File: config.mk
export PLATFORM = sky130hd
export DESIGN_NAME = quad_decoder
export DESIGN_NICKNAME = d
export VERILOG_FILES = /design/src/rtl/quad_pkg.sv /design/src/rtl/quad_filt.sv /design/src/rtl/quad_decoder.sv
export SDC_FILE = /design/constraint.sdc
export NUM_CORES = 1
export LEC_CHECK = 0
export BUFFER_PORTS_ARGS = -buffer_cell sky130_fd_sc_hd__buf_2
export CAP_MARGIN = 20
export CELL_PAD_IN_SITES_DETAIL_PLACEMENT = 1
export CELL_PAD_IN_SITES_GLOBAL_PLACEMENT = 2
export CORE_AREA = 2 2 92 94
export CTS_CLUSTER_DIAMETER = 40
export DETAILED_ROUTE_END_ITERATION = 12
export DIE_AREA = 0 0 94 96
export PLACE_DENSITY = 0.81
export SETUP_SLACK_MARGIN = 0.2
export SLEW_MARGIN = 30
export SYNTH_ARGS = -nofsm -noshare
export SYNTH_HDL_FRONTEND = slang
export SYNTH_SLANG_ARGS = --single-unit
File: constraint.sdc
create_clock -name clk -period 3.8 [get_ports clk]
set_input_delay 0.19 -clock clk [delete_from_list [all_inputs] [get_ports clk]]
set_output_delay 0.19 -clock clk [all_outputs]
set_load 0.02 [all_outputs]
File: src/rtl/quad_pkg.sv
// Shared types and Gray-phase constants for the quadrature decoder.
// Latency: n/a (declarations only).
// Backpressure: n/a.
package quad_pkg;

    typedef enum logic {INIT, TRACK} qd_state_t;

    // Phases of the up-counting Gray sequence 00 -> 01 -> 11 -> 10 -> 00.
    localparam logic [1:0] PH0 = 2'b00;
    localparam logic [1:0] PH1 = 2'b01;
    localparam logic [1:0] PH2 = 2'b11;
    localparam logic [1:0] PH3 = 2'b10;

    // Phase that follows 'ph' when the encoder turns in the up direction.
    function automatic logic [1:0] gray_next(input logic [1:0] ph);
        logic [1:0] nxt;
        case (ph)
            PH0:     nxt = PH1;
            PH1:     nxt = PH2;
            PH2:     nxt = PH3;
            default: nxt = PH0;
        endcase
        return nxt;
    endfunction

endpackage

File: src/rtl/quad_filt.sv
// One encoder channel: 2-flop synchronizer, FILT_LEN-sample glitch filter, stability detect.
// Latency: input edge reaches s2 after 2 edges, filtered f after FILT_LEN+2 edges.
// Backpressure: none; free-running, init_load force-loads f from s2 when the FSM leaves INIT.
module quad_filt #(
    parameter int FILT_LEN = 3
) (
    input  logic clk,
    input  logic reset_n,
    input  logic d_in,
    input  logic init_load,
    output logic s2,
    output logic f,
    output logic stable_ok
);

    localparam int CW = (FILT_LEN > 2) ? $clog2(FILT_LEN) : 1;
    localparam logic [CW-1:0] CNT_MAX = CW'(FILT_LEN - 1);

    logic          s1_q, s2_q, s3_q;
    logic          f_q, f_d;
    logic [CW-1:0] cnt_q, cnt_d;
    logic [CW-1:0] stab_q, stab_d;

    // Filter and stability counters; init_load seeds f with the current synchronized level.
    always_comb begin
        f_d    = f_q;
        cnt_d  = cnt_q;
        stab_d = stab_q;

        if (init_load) begin
            f_d   = s2_q;
            cnt_d = '0;
        end else if (s2_q == f_q) begin
            cnt_d = '0;
        end else if (cnt_q == CNT_MAX) begin
            f_d   = s2_q;
            cnt_d = '0;
        end else begin
            cnt_d = cnt_q + 1'b1;
        end

        // Counts consecutive equal samples of s2 (saturating).
        if (s2_q != s3_q) begin
            stab_d = '0;
        end else if (stab_q != CNT_MAX) begin
            stab_d = stab_q + 1'b1;
        end
    end

    // Synchronizer chain, filter state and stability counter.
    always_ff @(posedge clk or negedge reset_n) begin
        if (!reset_n) begin
            s1_q   <= 1'b0;
            s2_q   <= 1'b0;
            s3_q   <= 1'b0;
            f_q    <= 1'b0;
            cnt_q  <= '0;
            stab_q <= '0;
        end else begin
            s1_q   <= d_in;
            s2_q   <= s1_q;
            s3_q   <= s2_q;
            f_q    <= f_d;
            cnt_q  <= cnt_d;
            stab_q <= stab_d;
        end
    end

    assign s2        = s2_q;
    assign f         = f_q;
    // s2 has shown the same value for FILT_LEN samples in a row.
    assign stable_ok = (stab_q == CNT_MAX) && (s2_q == s3_q);

endmodule

File: src/rtl/quad_decoder.sv
// Quadrature decoder: filtered A/B -> one-cycle up/down step pulses plus wrapping position.
// Latency: a clean channel edge produces step_en/pos update FILT_LEN+2 edges later.
// Backpressure: none; load overrides pos, a new illegal transition beats clr_err.
module quad_decoder
    import quad_pkg::*;
#(
    parameter int POS_BITS = 16,
    parameter int FILT_LEN = 3
) (
    input  logic                clk,
    input  logic                reset_n,
    input  logic                a_in,
    input  logic                b_in,
    input  logic                load,
    input  logic [POS_BITS-1:0] load_val,
    input  logic                clr_err,
    output logic                step_en,
    output logic                step_up,
    output logic [POS_BITS-1:0] pos,
    output logic                err
);

    logic s2a, s2b, fa, fb, stable_a, stable_b;
    logic init_go;

    qd_state_t           state_q, state_d;
    logic                pa_q, pa_d, pb_q, pb_d;
    logic                step_en_q, step_en_d;
    logic                step_up_q, step_up_d;
    logic [POS_BITS-1:0] pos_q, pos_d;
    logic                err_q, err_d;

    logic [1:0] cur_ph, prev_ph;
    logic       dec_up, dec_dn, dec_bad;

    // Filters are only trusted once both channels have been steady for FILT_LEN samples.
    assign init_go = (state_q == INIT) && stable_a && stable_b;

    quad_filt #(.FILT_LEN(FILT_LEN)) u_filt_a (
        .clk       (clk),
        .reset_n   (reset_n),
        .d_in      (a_in),
        .init_load (init_go),
        .s2        (s2a),
        .f         (fa),
        .stable_ok (stable_a)
    );

    quad_filt #(.FILT_LEN(FILT_LEN)) u_filt_b (
        .clk       (clk),
        .reset_n   (reset_n),
        .d_in      (b_in),
        .init_load (init_go),
        .s2        (s2b),
        .f         (fb),
        .stable_ok (stable_b)
    );

    assign cur_ph  = {fa, fb};
    assign prev_ph = {pa_q, pb_q};

    // Gray decode of filtered phase against its one-cycle-delayed copy; only meaningful in TRACK.
    always_comb begin
        dec_up  = 1'b0;
        dec_dn  = 1'b0;
        dec_bad = 1'b0;
        if (state_q == TRACK) begin
            dec_up  = (cur_ph == gray_next(prev_ph));
            dec_dn  = (prev_ph == gray_next(cur_ph));
            dec_bad = ((cur_ph ^ prev_ph) == 2'b11);
        end
    end

    // Next-state for FSM, delayed phase, step outputs, position and sticky error.
    always_comb begin
        state_d   = state_q;
        pa_d      = fa;
        pb_d      = fb;
        step_en_d = dec_up | dec_dn;
        step_up_d = step_up_q;
        pos_d     = pos_q;
        err_d     = err_q;

        if (init_go) begin
            state_d = TRACK;
            // Seed the delayed copy with the same value f is loaded with, so no step on entry.
            pa_d    = s2a;
            pb_d    = s2b;
        end

        if (dec_up) begin
            step_up_d = 1'b1;
            pos_d     = pos_q + 1'b1;
        end else if (dec_dn) begin
            step_up_d = 1'b0;
            pos_d     = pos_q - 1'b1;
        end

        if (load) begin
            pos_d = load_val;
        end

        if (dec_bad) begin
            err_d = 1'b1;
        end else if (clr_err) begin
            err_d = 1'b0;
        end
    end

    // Registered state and outputs.
    always_ff @(posedge clk or negedge reset_n) begin
        if (!reset_n) begin
            state_q   <= INIT;
            pa_q      <= 1'b0;
            pb_q      <= 1'b0;
            step_en_q <= 1'b0;
            step_up_q <= 1'b0;
            pos_q     <= '0;
            err_q     <= 1'b0;
        end else begin
            state_q   <= state_d;
            pa_q      <= pa_d;
            pb_q      <= pb_d;
            step_en_q <= step_en_d;
            step_up_q <= step_up_d;
            pos_q     <= pos_d;
            err_q     <= err_d;
        end
    end

    assign step_en = step_en_q;
    assign step_up = step_up_q;
    assign pos     = pos_q;
    assign err     = err_q;

endmodule

==> results by group, run 1 <==
Synth
  – Leading area contributor after synthesis: dfrtp_1
  – Ys async rst share: 1.00
  – Area fraction of the dominant cell type after synthesis: 0.404
  – Ys Warns: 0
  – Synth top area cells: dfrtp_1 40%, ha_1 9.6%, a21oi_1 6.0%
  – Net Count, Synth: 293
  – Sequential share of the synthesized area: 0.404
  – Synthesized instance count: ~250
  – Post-Syn Area per Cell: approximately 9.3 um^2
  – Post-synth top flop: dfrtp_1
  – Post-synth EDFFs: 0
  – Seq cells post-synth: 38
  – Number of library cell types mapped by synthesis: 40
  – Syn Std Cell Area: about 2400 um^2

Place
  – Port bufs: 40
  – Placed Area: around 2700 um^2
  – Placer Congestion: around 0.80
  – Post-DP HPWL: between 4000 and 5000 um

Die
  – Ports: 41
  – Initial Util: 0.292
  – FP Rows: 33
  – Die H: 96 um
  – Core ar.: roughly 8100 um^2
  – Die Wd: roughly 94 um
  – DIE AREA: 9020 um^2

Pwr
  – PwrDens: around 950 nW/um^2
  – Register share of total power: 0.252
  – Power Internal: 1440 uW
  – Proportion of power drawn by the clock network: 0.136
  – Static leakage: about 0.0013 uW
  – Psw: approximately 1200 uW
  – Switching fraction of total power: 0.458
  – Combinational Power Share: 0.613
  – Peak supply drop: approximately 0.00027 V

Timing
  – Unrepaired setup endpoints after global routing: no
  – Hold Vio Cnt, Final: 0
  – Final Cycle Share: 0.817
  – Clock skew: approximately 0.016 ns
  – Worst-margin pin slew: roughly 0.8 ns
  – Min Tclk post-route: 3.10 ns
  – Setup violators final: 0
  – Slew Viols, Final: 0
  – Rel. slew slack: 0.463
  – Fmax: about 320 MHz
  – Setup tns final: 0 ns

Clocking
  – H-Tree Depth: 2
  – Clk Latency, worst-skew pair: 0.30 ns
  – Clk buf depth: 2
  – Clk sinks: 38
  – CTS tree: done
  – Clk root buf: clkbuf_8
  – Clk slew on worst S/H paths: 0.08 ns
  – Post-CTS Setup Inserts: 0
  – CTS Buf Count: 5

Routing
  – Routed wire per std cell: ~15 um
  – DRT Pass-1 Iters: 4
  – Antenna viol nets, final: 0
  – Post-Route WL: between 5000 and 6000 um
  – DR vias: between 1500 and 2000
  – Vias per inst: about 4.8
  – DR iter-0 viols: 79
  – Drc violations: 0

Worst setup path
  – Crit-path max FO: 7
  – Setup crit end kind: flip-flop
  – Critical Path RT: 3.95 ns
  – Startpoint Class: flip-flop
  – Max stage delay on crit path: 0.44 ns
  – Crit-path most repeated cell: xnor2_1
  – Arrival time worst endpoint: about 3.3 ns
  – CP cell instances: xnor2_1 -> nand3_1 -> ha_1 -> nor2b_4 -> o31a_1 -> or3_4 -> a41oi_4 -> a31oi_1 -> xnor2_1 -> o221ai_1
  – Setup Crit Path Kind: flip-flop to flip-flop
  – Worst R2R Setup Slack: ~0.70 ns
  – Slowest cell on crit path: dfrtp_1

Final layout
  – Antenna diodes: 0
  – Most frequent cells in the layout: 39 x buf_2, 38 x dfrtp_1, 28 x a21oi_1
  – Most common cell after layout, fill and taps aside: buf_2
  – P&R area growth vs syn: 19.1%
  – Final nets: roughly 340
  – Share of cells above drive strength 1: 0.190
  – Final std cell area, no fill: ~2800 um^2
  – Fillers: between 900 and 1000

Global routing
  – Pin count of the biggest net entering global routing: 39
  – Initial antenna violation count: 0
  – Vias in the first global route: 2000
  – Gr usage total: 0.138
  – First-pass GRT wire length: ~9800 um
  – Gr ovfl total: 0

Hold path
  – Min-delay worst type: input port to flip-flop

Run status
  – Outcome: complete, no violations

Job
  – Max cap viols: 0
[state kept, by name (all words and copies together) (netlist names)]
register,cells
u_filt_b.cnt_q,2
u_filt_a.s1_q,1
u_filt_b.s3_q,1
u_filt_b.s1_q,1
u_filt_a.cnt_q,2
err,1
u_filt_b.f,1
pos,16
u_filt_a.stab_q,2
u_filt_a.f,1
u_filt_a.s3_q,1
state_q,1
step_up,1
pa_q,1
step_en,1
u_filt_b.stab_q,2
u_filt_a.s2,1
pb_q,1
u_filt_b.s2,1
[synthesized netlist by cell type, drive strengths merged (3+ instances only)]
| library cell | count |
|---|---|
| nand2 | 26 |
| clkbuf | 6 |
| nand3 | 3 |
| o21ai | 18 |
| xor2 | 12 |
| inv | 13 |
| a21oi | 28 |
| dfrtp | 38 |
| or3 | 3 |
| a21o | 3 |
| mux2 | 4 |
| nor3 | 3 |
| nor2 | 20 |
| o221ai | 5 |
| nand4 | 4 |
| xnor2 | 11 |
| o21a | 9 |
| ha | 18 |
| nor2b | 4 |
[power groups by stage]
stage / logic [uW] / clock network, uW / registers [uW]
after global placement: 1590 / 0 / 672
final: 1630 / 360 / 669
after floorplan: 1180 / 0 / 739
after global routing: 1840 / 384 / 693
after detailed placement: 1620 / 0 / 681
after CTS: 1640 / 372 / 673
[routing by layer]
metal  GRT usage  up-vias  part of all wire
li1            -      971                 -
met1       0.187      922              0.49
met2       0.227       28              0.47
met3      0.0258        6             0.028
met4      0.0399        0             0.014
met5           0        -                 0
[kinds of logic after synthesis]
logic type               share of synthesized area
AO/OA/AOI/OAI                                0.198
adder cells (fa/ha/maj)                      0.104
flip-flops                                   0.404
buffers and inverters                       0.0356
AND/OR/NAND/NOR                              0.145
XOR/XNOR                                    0.0856
multiplexers                                0.0276
[through the flow]
stage	total power (uW)	hold slack, ns	setup WS (ns)	cells	util
global route	2910	0.0896	0.353	400	0.348
CTS	2680	0.000363	0.643	398	0.345
global placement	2260	0.298	0.822	390	0.330
floorplan	1920	-0.106	0.691	252	-
detailed placement	2300	0.301	0.672	390	0.330
finish	2660	0.0847	0.696	400	0.348
[final timing paths]
kind	start	endpoint	depth (start not counted)
hold / removal	clr_err	err	2
hold reg to reg	u_filt_a.s1_q	u_filt_a.s2	0
setup reg to reg	u_filt_a.f	pos[14]	10
max in group asynchronous	reset_n	pos[6]	2
setup / recovery	u_filt_a.f	pos[14]	10
min in group asynchronous	reset_n	pos[12]	2
[area by class of cell]
| type | count | area, um^2 | share of cell area |
|---|---|---|---|
| flip-flops and latches | 38 | 951 | 0.339 |
| clock buffers | 6 | 82.6 | 0.0295 |
| clock inverters | 1 | 30.0 | 0.0107 |
| inverters | 13 | 48.8 | 0.0174 |
| multi-input cells | 193 | 1320 | 0.471 |
| repair buffers | 44 | 240 | 0.0857 |
| well taps | 105 | 131 | 0.0469 |
[worst max-delay path: cells and delay by family, from the launching register on]
family                     cells  cell delay [ns]
and+or+nand+nor                3             0.83
AOI/OAI and AO/OA              4             0.74
xor gates and xnor gates       2             0.52
DFF                            1             0.44
adders and majority gates      1             0.42
[timing repair]
item / CTS / global route
setup endpoints to repair: 0 / 0
hold buffers: 1 / 2
resized for setup: 0 / 0
hold endpoints to repair: 1 / 39
Power figures use the tool's default switching activity.
==> run 2: changes to the inputs <==
--- a/config.mk
+++ b/config.mk
@@ -13,7 +13,7 @@
 export CTS_CLUSTER_DIAMETER = 40
 export DETAILED_ROUTE_END_ITERATION = 12
 export DIE_AREA = 0 0 94 96
-export PLACE_DENSITY = 0.81
+export PLACE_DENSITY = 0.83
 export SETUP_SLACK_MARGIN = 0.2
 export SLEW_MARGIN = 30
 export SYNTH_ARGS = -nofsm -noshare
==> constraint.sdc (replaced) <==
create_clock -name clk -period 2.5 [get_ports clk]
set_input_delay 0.125 -clock clk [delete_from_list [all_inputs] [get_ports clk]]
set_output_delay 0.125 -clock clk [all_outputs]
set_load 0.02 [all_outputs]
==> results by group, run 2 (synthesized netlist as in run 1, its figures left out) <==
Clocking
  – Clk root buf: clkbuf_8
  – Clk sinks: 38
  – Clk buf depth: 2
  – CTS Buf Count: 5
  – Clk Latency, worst-skew pair: about 0.30 ns
  – H-Tree Depth: 2
  – Clk slew on worst S/H paths: ~0.090 ns
  – CTS tree: done

Global routing
  – Pin count of the biggest net entering global routing: 39
  – Gr ovfl total: 0
  – Initial antenna violation count: 0
  – First-pass GRT wire length: ~11000 um
  – Vias in the first global route: between 2000 and 2500
  – Gr usage total: 0.151

Timing
  – Setup violators final: 7
  – Worst-margin pin slew: slightly below 0.6 ns
  – Hold WS: 0.0313 ns
  – Slew Viols, Final: 0
  – Min Tclk post-route: ~2.6 ns
  – Setup tns final: -0.317 ns
  – Clock skew: 0.00766 ns
  – Hold Vio Cnt, Final: 0
  – Final WS setup: -0.0708 ns
  – Unrepaired setup endpoints after global routing: yes
  – Fmax: 389 MHz
  – Rel. slew slack: 0.610
  – Final Cycle Share: 1.03

Place
  – Post-DP HPWL: between 4000 and 5000 um
  – Placer Congestion: roughly 0.84
  – Port bufs: 40

Worst setup path
  – Top delay family on crit path: compound AO/OA/AOI/OAI gates
  – CP bufs+invs: 0
  – Arrival time worst endpoint: roughly 2.7 ns
  – Slowest cell on crit path: dfrtp_1
  – Max stage delay on crit path: just over 0.4 ns
  – Startpoint Class: flip-flop
  – CP cell instances: xor2_2 -> nand3_4 -> ha_4 -> nor2b_4 -> o31a_1 -> or3_4 -> a41oi_4 -> a31oi_1 -> xnor2_1 -> o221ai_1
  – Setup crit end kind: flip-flop
  – CP Depth: 10
  – Critical Path RT: 2.66 ns
  – Cells on worst reg2reg path: 10
  – Crit-path max FO: 6
  – Setup Crit Path Kind: flip-flop to flip-flop

Routing
  – DRT Pass-1 Iters: 4
  – Antenna viol nets, final: 0
  – Drc violations: 0
  – Post-Route WL: 6270 um
  – Routed wire per std cell: around 15 um
  – DR vias: 2100
  – DR iter-0 viols: 53
  – Vias per inst: 4.88

Run status
  – Failing checks: setup timing
  – Outcome: complete, but fails checks

Final layout
  – Final nets: 365
  – Share of cells above drive strength 1: 0.320
  – Most frequent cells in the layout: 39 x buf_2, 38 x dfrtp_1, 29 x buf_4
  – Max FFs per register: 16
  – Most common cell after layout, fill and taps aside: buf_2
  – Antenna diodes: 0
  – P&R area growth vs syn: 34.3%

Hold path
  – Min-delay worst type: input port to flip-flop
  – Worst hold path cell count: 3

Die
  – Ports: 41
  – FP Rows: 33
  – Die Wd: approximately 94 um
  – Core ar.: between 8000 and 9000 um^2
  – DIE AREA: around 9000 um^2
  – Die H: 96 um
  – Initial Util: 0.292

Pwr
  – Peak supply drop: between 0.0004 and 0.0005 V
  – PwrDens: ~1500 nW/um^2
  – Static leakage: about 0.0014 uW

Job
  – Max cap viols: 0
-- run 2: cell types whose count changed in the layout (fill, tap and decap cells not counted), sizes merged --
cell	delta
clkinvlp	+2
clkbuf	-1
buf	+29
-- run 2: final timing paths --
check	slack [ns]	start	endpoint
min in group asynchronous	0.34	reset_n	u_filt_a.stab_q[0]
hold / removal	0.03	load_val[0]	pos[0]
max in group asynchronous	1.81	reset_n	pos[7]
setup reg to reg	-0.07	pa_q	pos[14]
hold reg to reg	0.35	u_filt_a.s1_q	u_filt_a.s2
setup / recovery	-0.07	pa_q	pos[14]
-- run 2: worst reg2reg max path, delay by kind of cell (launching register included) --
kind,cells,cell delay [ns]
AND/OR/NAND/NOR,3,0.65
AO/OA/AOI/OAI,4,0.70
adder cells (fa/ha/maj),1,0.28
XOR/XNOR,2,0.38
flip-flops,1,0.41
-- run 2: per-stage QoR --
| stage | utilization | std cells | power (uW) | worst slack, ns | cell area, um^2 |
|---|---|---|---|---|---|
| floorplan | - | 252 | 3010 | -0.116 | 2410 |
| global placement | 0.363 | 416 | 3960 | -0.0358 | 2920 |
| detailed placement | 0.363 | 416 | 4030 | -0.111 | 2920 |
| CTS | 0.389 | 429 | 4780 | -0.0727 | 3140 |
| global route | 0.393 | 430 | 5220 | -0.272 | 3160 |
| finish | 0.393 | 430 | 4770 | -0.0708 | 3160 |
-- run 2: cell type report --
cell class                      count  area (um^2)
Clock inverter                      3         45.0
Inverter                           13         48.8
Fill cell                         971         4890
Multi-Input combinational cell    193         1440
Sequential cell                    38          951
Tap cell                          105          131
Clock buffer                        5         68.8
Timing Repair Buffer               73          474
-- run 2: what timing repair did --
| item | 4_1_cts | 5_1_grt |
|---|---|---|
| setup buffers | 2 | 1 |
| setup endpoints to repair | 11 | 13 |
| pin swaps | 4 | 6 |
| hold buffers | 3 | 0 |
| resized for setup | 10 | 4 |
| hold endpoints to repair | 40 | 0 |
-- run 2: where the power goes --
part | switching [uW] | leakage (uW) | internal, uW
clock network | 251 | 0.0000504 | 297
logic | 1670 | 0.000929 | 1540
registers | 189 | 0.000466 | 823
-- run 2: metal layers --
layer | share of wire | vias to the layer above | global-route usage | wire [um]
li1 | - | 1029 | - | -
met3 | 0.024 | 8 | 0.0227 | 153
met2 | 0.50 | 29 | 0.266 | 3140
met4 | 0.016 | 0 | 0.0543 | 102
met1 | 0.46 | 1034 | 0.188 | 2870
met5 | 0 | - | 0 | 0
